### src/rtl/gray_fifo_pkg.sv
// Shared widths and helpers for the Gray-pointer FIFO controller.
package gray_fifo_pkg;

  localparam int MAX_ADDR_W = 12;

  // Pointers carry one wrap bit above the RAM address.
  function automatic int ptr_w(input int addr_w);
    return addr_w + 1;
  endfunction

  // Occupancy must hold 0..DEPTH inclusive, so it needs the same extra bit.
  function automatic int cnt_w(input int addr_w);
    return addr_w + 1;
  endfunction

  // Widest legal pointer; each instance narrows to ptr_w(ADDR_W) bits.
  typedef logic [MAX_ADDR_W:0] ptr_max_t;

endpackage

### src/rtl/gray_code.sv
// Binary <-> Gray converter; INVERT=0 maps binary to Gray, INVERT=1 maps Gray to binary.
module gray_code #(
  parameter int WIDTH  = 4,
  parameter bit INVERT = 1'b0
) (
  input  logic [WIDTH-1:0] in_i,
  output logic [WIDTH-1:0] out_o
);

  if (!INVERT) begin : g_bin2gray
    assign out_o = in_i ^ (in_i >> 1);
  end else begin : g_gray2bin
    // Each binary bit is the XOR of all Gray bits at or above it.
    always_comb begin
      logic acc;
      out_o = '0;
      acc   = 1'b0;
      for (int i = WIDTH - 1; i >= 0; i--) begin
        acc      = acc ^ in_i[i];
        out_o[i] = acc;
      end
    end
  end

endmodule

### src/rtl/gray_fifo_ctrl.sv
// Single-clock FIFO pointer controller with registered Gray pointers for CDC consumers.
// Optional almost_full/almost_empty flags are built when GRAY_FIFO_ALMOST_EN is defined.
module gray_fifo_ctrl
  import gray_fifo_pkg::*;
#(
  parameter int ADDR_W = 4
) (
  input  logic              clk,
  input  logic              rst_n,
`ifdef GRAY_FIFO_ALMOST_EN
  input  logic [ADDR_W:0]   af_thresh,
  input  logic [ADDR_W:0]   ae_thresh,
  output logic              almost_full,
  output logic              almost_empty,
`endif
  input  logic              flush,
  input  logic              wr_valid,
  output logic              wr_ready,
  output logic              rd_valid,
  input  logic              rd_ready,
  output logic              mem_we,
  output logic [ADDR_W-1:0] mem_waddr,
  output logic [ADDR_W-1:0] mem_raddr,
  output logic [ADDR_W:0]   wr_ptr_gray,
  output logic [ADDR_W:0]   rd_ptr_gray,
  output logic [ADDR_W:0]   count,
  output logic              full,
  output logic              empty
);

  localparam int PW = ptr_w(ADDR_W);
  typedef logic [PW-1:0] ptr_t;

  // Handshakes: a word moves on a write when wr_valid && wr_ready, and on a read
  // when rd_valid && rd_ready; both ready/valid outputs depend only on registered state.
  ptr_t wr_ptr_q, wr_ptr_d;
  ptr_t rd_ptr_q, rd_ptr_d;
  ptr_t wr_gray_q, wr_gray_d;
  ptr_t rd_gray_q, rd_gray_d;
  ptr_t count_q, count_d;
  logic push, pop;

  always_comb begin
    full     = (wr_ptr_q[ADDR_W] != rd_ptr_q[ADDR_W]) &&
               (wr_ptr_q[ADDR_W-1:0] == rd_ptr_q[ADDR_W-1:0]);
    empty    = (wr_ptr_q == rd_ptr_q);
    wr_ready = !full;
    rd_valid = !empty;
    push     = wr_valid && !full && !flush;
    pop      = rd_valid && rd_ready && !flush;
    mem_we   = push;
    wr_ptr_d = wr_ptr_q;
    rd_ptr_d = rd_ptr_q;
    count_d  = count_q;
    if (flush) begin
      wr_ptr_d = '0;
      rd_ptr_d = '0;
      count_d  = '0;
    end else begin
      if (push) wr_ptr_d = wr_ptr_q + ptr_t'(1);
      if (pop)  rd_ptr_d = rd_ptr_q + ptr_t'(1);
      case ({push, pop})
        2'b10:   count_d = count_q + ptr_t'(1);
        2'b01:   count_d = count_q - ptr_t'(1);
        default: count_d = count_q;
      endcase
    end
  end

  // Gray codes are taken from the next-state pointers so they move on the same edge.
  gray_code #(.WIDTH(PW), .INVERT(1'b0)) u_wr_gray (
    .in_i  (wr_ptr_d),
    .out_o (wr_gray_d)
  );

  gray_code #(.WIDTH(PW), .INVERT(1'b0)) u_rd_gray (
    .in_i  (rd_ptr_d),
    .out_o (rd_gray_d)
  );

`ifdef GRAY_FIFO_ALMOST_EN
  logic almost_full_q, almost_empty_q;
`endif

  always_ff @(posedge clk or negedge rst_n) begin
    if (!rst_n) begin
      wr_ptr_q       <= '0;
      rd_ptr_q       <= '0;
      wr_gray_q      <= '0;
      rd_gray_q      <= '0;
      count_q        <= '0;
`ifdef GRAY_FIFO_ALMOST_EN
      almost_full_q  <= 1'b0;
      almost_empty_q <= 1'b1;
`endif
    end else begin
      wr_ptr_q       <= wr_ptr_d;
      rd_ptr_q       <= rd_ptr_d;
      wr_gray_q      <= wr_gray_d;
      rd_gray_q      <= rd_gray_d;
      count_q        <= count_d;
`ifdef GRAY_FIFO_ALMOST_EN
      almost_full_q  <= (count_d >= af_thresh);
      almost_empty_q <= (count_d <= ae_thresh);
`endif
    end
  end

`ifdef GRAY_FIFO_ALMOST_EN
  assign almost_full  = almost_full_q;
  assign almost_empty = almost_empty_q;
`endif

  assign mem_waddr   = wr_ptr_q[ADDR_W-1:0];
  assign mem_raddr   = rd_ptr_q[ADDR_W-1:0];
  assign wr_ptr_gray = wr_gray_q;
  assign rd_ptr_gray = rd_gray_q;
  assign count       = count_q;

endmodule

### config.mk
export PLATFORM = sky130hd
export DESIGN_NAME = gray_fifo_ctrl
export DESIGN_NICKNAME = d
export VERILOG_FILES = /design/src/rtl/gray_fifo_pkg.sv /design/src/rtl/gray_code.sv /design/src/rtl/gray_fifo_ctrl.sv
export SDC_FILE = /design/constraint.sdc
export NUM_CORES = 1
export LEC_CHECK = 0
export BUFFER_PORTS_ARGS = -buffer_cell sky130_fd_sc_hd__buf_2
export CAP_MARGIN = 40
export CORE_ASPECT_RATIO = 2
export CORE_MARGIN = 2
export CORE_UTILIZATION = 54
export DETAILED_ROUTE_END_ITERATION = 6
export GPL_TIMING_DRIVEN = 0
export HOLD_SLACK_MARGIN = 0.08
export PLACE_DENSITY_LB_ADDON = 0.2
export SYNTH_ARGS = -nofsm -noshare
export SYNTH_HDL_FRONTEND = slang
export SYNTH_SLANG_ARGS = --single-unit
export TNS_END_PERCENT = 1
### constraint.sdc
create_clock -name clk -period 3.5 [get_ports clk]
set_clock_uncertainty 0.2 [all_clocks]
set_input_delay 0.525 -clock clk [delete_from_list [all_inputs] [get_ports clk]]
set_output_delay 0.525 -clock clk [all_outputs]
set_load 0.02 [all_outputs]
==> impl_metrics.env <==
export IMPL_finalCritPeriodShare=0.9468
export IMPL_yosysTopAreaCellShare=0.3843
export IMPL_worst_slew_pin_slew_ns=0.5971
export IMPL_p_leak_nw=0.8767
export IMPL_io_pins=33
export IMPL_core_um2=2703
export IMPL_rsz0062_at_grt="no"
export IMPL_slew_headroom=0.6000
export IMPL_r2r_start="rd_ptr_q[2]"
export IMPL_grt_overflow_total=0
export IMPL_placed_cells=204
export IMPL_final_layout_size_suffix_gt1_frac=0.3167
export IMPL_avgSynthCellArea_um2=10.47
export IMPL_port_buffer_count=32
export IMPL_status="finished clean"
export IMPL_vias_per_cell=5.694
export IMPL_synth_seq_cells=23
export IMPL_r2r_setup_slack_ns=0.19
export IMPL_wl_per_cell_um=16.27
export IMPL_worstReg2RegEnd="count[4]"
export IMPL_nets=192
export IMPL_syn2layout_area_growth_pct=18.96
export IMPL_numCtsBuffers=3
export IMPL_dp_hpwl_um=2648
export IMPL_hold_depth=1
export IMPL_tritoncts="done"
export IMPL_ir_worst_vdd_mv=0.3265
export IMPL_num_antenna_cells=0
export IMPL_yosysUniqueCellTypes=46
export IMPL_fp_dieW_um=41.24
export IMPL_finalCriticalPeriod_ns=3.314
export IMPL_min_to="count[4]"
export IMPL_clk_pin_slew_ns=0.08
export IMPL_utilization=0.6593
export IMPL_netlist_area_um2=1498
export IMPL_max_stage_delay_ns=0.48
export IMPL_finalHoldViolCount=0
export IMPL_clock_path_buffers=2
export IMPL_clkSinkCount=23
export IMPL_post_place_ws_ns=0.1287
export IMPL_synth_edff_count=0
export IMPL_initial_core_util=0.5542
export IMPL_critPathKind="register to register"
export IMPL_regArea_um2=578.1
export IMPL_grt_max_degree=24
export IMPL_root_buffer="clkbuf_8"
export IMPL_worstPathRequired_ns=3.46
export IMPL_grt_usage=0.2386
export IMPL_stdcell_count=209
export IMPL_timing_critical_path_from="rd_ptr_q[2]"
export IMPL_row_count=27
export IMPL_setup_violations=0
export IMPL_routabilityCongestion=0.7758
export IMPL_crit_path_max_fanout=9
export IMPL_yosys_area_top_type="dfrtp_1"
export IMPL_r2r_cells=13
export IMPL_place_area_um2=1694
export IMPL_synthCells=143
export IMPL_crit_path_top_delay_cell="dfrtp_1"
export IMPL_drc=0
export IMPL_min_delay_start="count[4]"
export IMPL_antenna_found_initial=0
export IMPL_synth_area_leaders="dfrtp_1 38%, xnor2_1 6.4%, xor2_1 5.3%, ha_1 4.2%, nor2_1 3.8%"
export IMPL_dr_pass1_iters=4
export IMPL_synthFlopType="dfrtp_1"
export IMPL_startpoint_type="register"
export IMPL_grt_pass1_wl_um=5554
export IMPL_dieArea_um2=3237
export IMPL_p_per_area_nw_per_um2=395.9
export IMPL_cp_cell_sequence="xnor2_2, and4_4, buf_12, a21oi_4, o21ai_1, inv_1, ha_1, nor2b_1, o21ai_0, nand2b_1, a2111oi_4, a311oi_1, mux2_4"
export IMPL_drt_iter0_drc=19
export IMPL_cp_end_kind="register"
export IMPL_die_y_um=78.48
export IMPL_slew_violations=0
export IMPL_cts_max_level=1
export IMPL_maxCapViolations=0
export IMPL_cp_arrival_ns=3.27
export IMPL_hp_class="register to register"
export IMPL_tns_ns=0
export IMPL_synth_nets=154
export IMPL_clock_latency_ns=0.27
export IMPL_postRouteAntennaNets=0
export IMPL_timing_fmax_mhz=301.8
export IMPL_ys_seq_area_frac=0.3843
export IMPL_worst_slack_ns=0.1862
export IMPL_postLayoutCellArea_um2=1782
export IMPL_grt_pass1_vias=1242
export IMPL_multi_input_area_um2=885.9
export IMPL_fillers=230
export IMPL_yosysWarningCount=0
export IMPL_wl_um=3400
export IMPL_num_vias=1190
export IMPL_async_flop_share=1.000
[logic make-up after synthesis]
group / Yosys count / synth area share
flip-flops: 23 / 0.3843
XOR/XNOR: 22 / 0.1387
multiplexers: 5 / 0.03676
AO/OA/AOI/OAI: 28 / 0.1621
buffers and inverters: 12 / 0.04428
adder cells (fa/ha/maj): 6 / 0.05514
AND/OR/NAND/NOR: 47 / 0.1788
[worst max-delay path by stage]
stage                to  slack (ns)  cells after the start
2_1_floorplan  count[4]        0.22                     14
3_3_place_gp   count[4]        0.24                     13
3_5_place_dp   count[4]        0.13                     13
4_1_cts        count[4]        0.11                     13
5_1_grt        count[4]       0.001                     13
6_report       count[4]        0.19                     13
[what timing repair did]
item / in CTS / in global routing
setup buffers: 0 / 0
hold endpoints to repair: 23 / 0
setup endpoints to repair: 0 / 1
hold buffers: 1 / 0
resized for setup: 0 / 6
[cells in the mapped netlist, types with 2 or more instances]
master,number
xnor2_2,2
mux2i_1,4
a21oi_1,4
a31oi_1,2
nand2_1,5
o21ai_0,7
nand2b_1,3
clkbuf_1,3
ha_1,5
dfrtp_1,23
or3_1,2
xnor2_1,11
inv_1,7
o31ai_1,2
nand3_1,2
xor2_1,9
nor3_1,5
nor2b_1,3
nor2_1,15
or2_2,2
o211ai_1,2
[power breakdown]
group	internal (mW)	leakage, nW	switching [mW]	total (mW)
clock	0.0814	0.0228	0.0863	0.168
sequential	0.281	0.313	0.0184	0.300
combinational	0.0963	0.541	0.142	0.238
total	0.459	0.877	0.247	0.705
[sequential cells by signal, indices dropped and copies added, names as in the netlist]
name         flops
rd_ptr_q         4
wr_ptr_gray      5
rd_ptr_gray      5
wr_ptr_q         4
count            5
[layout make-up]
class	count	share of cell area
buffer	4	0.01756
sequential	23	0.3244
timing repair buffer	33	0.09551
multi-input combinational	108	0.4972
tap	29	0.02037
inverter	8	0.01966
clock buffer	4	0.02528
[routing by layer]
| metal | wire length, µm | global-route usage | share of wire | up-vias |
|---|---|---|---|---|
| li1 | - | - | - | 571 |
| met1 | 1254 | 0.2766 | 0.37 | 586 |
| met2 | 1990 | 0.4234 | 0.59 | 28 |
| met3 | 103 | 0.01977 | 0.030 | 5 |
| met4 | 51 | 0.07419 | 0.015 | 0 |
| met5 | 0 | 0 | 0 | - |
[worst max-delay path: cells and delay by family (launching register included)]
family / cells / cell delay, ns
AOI/OAI and AO/OA: 5 / 0.84
and+or+nand+nor: 3 / 0.57
DFF: 1 / 0.48
adders and majority gates: 1 / 0.33
buffers and inverters: 2 / 0.28
muxes: 1 / 0.28
xor gates and xnor gates: 1 / 0.23
[cells in the final DEF (no fill, tap or decap), types with 2 or more instances in the layout]
cell type  count
nand2b_1       3
a31oi_1        2
clkbuf_1       4
inv_1          7
xor2_1         9
mux2i_1        4
clkbuf_8       3
o21ai_0        7
o31ai_1        2
nor3_1         5
a21oi_1        4
dfrtp_2        2
xnor2_1        7
xnor2_2        6
ha_1           5
nor2_1        15
or3_1          2
buf_2         32
nand3_1        2
o211ai_1       2
dfrtp_1       21
nor2b_1        3
nand2_1        5
or2_2          2
[stage by stage]
stage	total power, mW	hold slack, ns
floorplan	0.4757	0.02941
global placement	0.5287	0.3104
detailed placement	0.5379	0.3170
CTS	0.6999	0.3715
global route	0.7349	0.3872
finish	0.7054	0.3660
(Power assumes the default switching activity.)
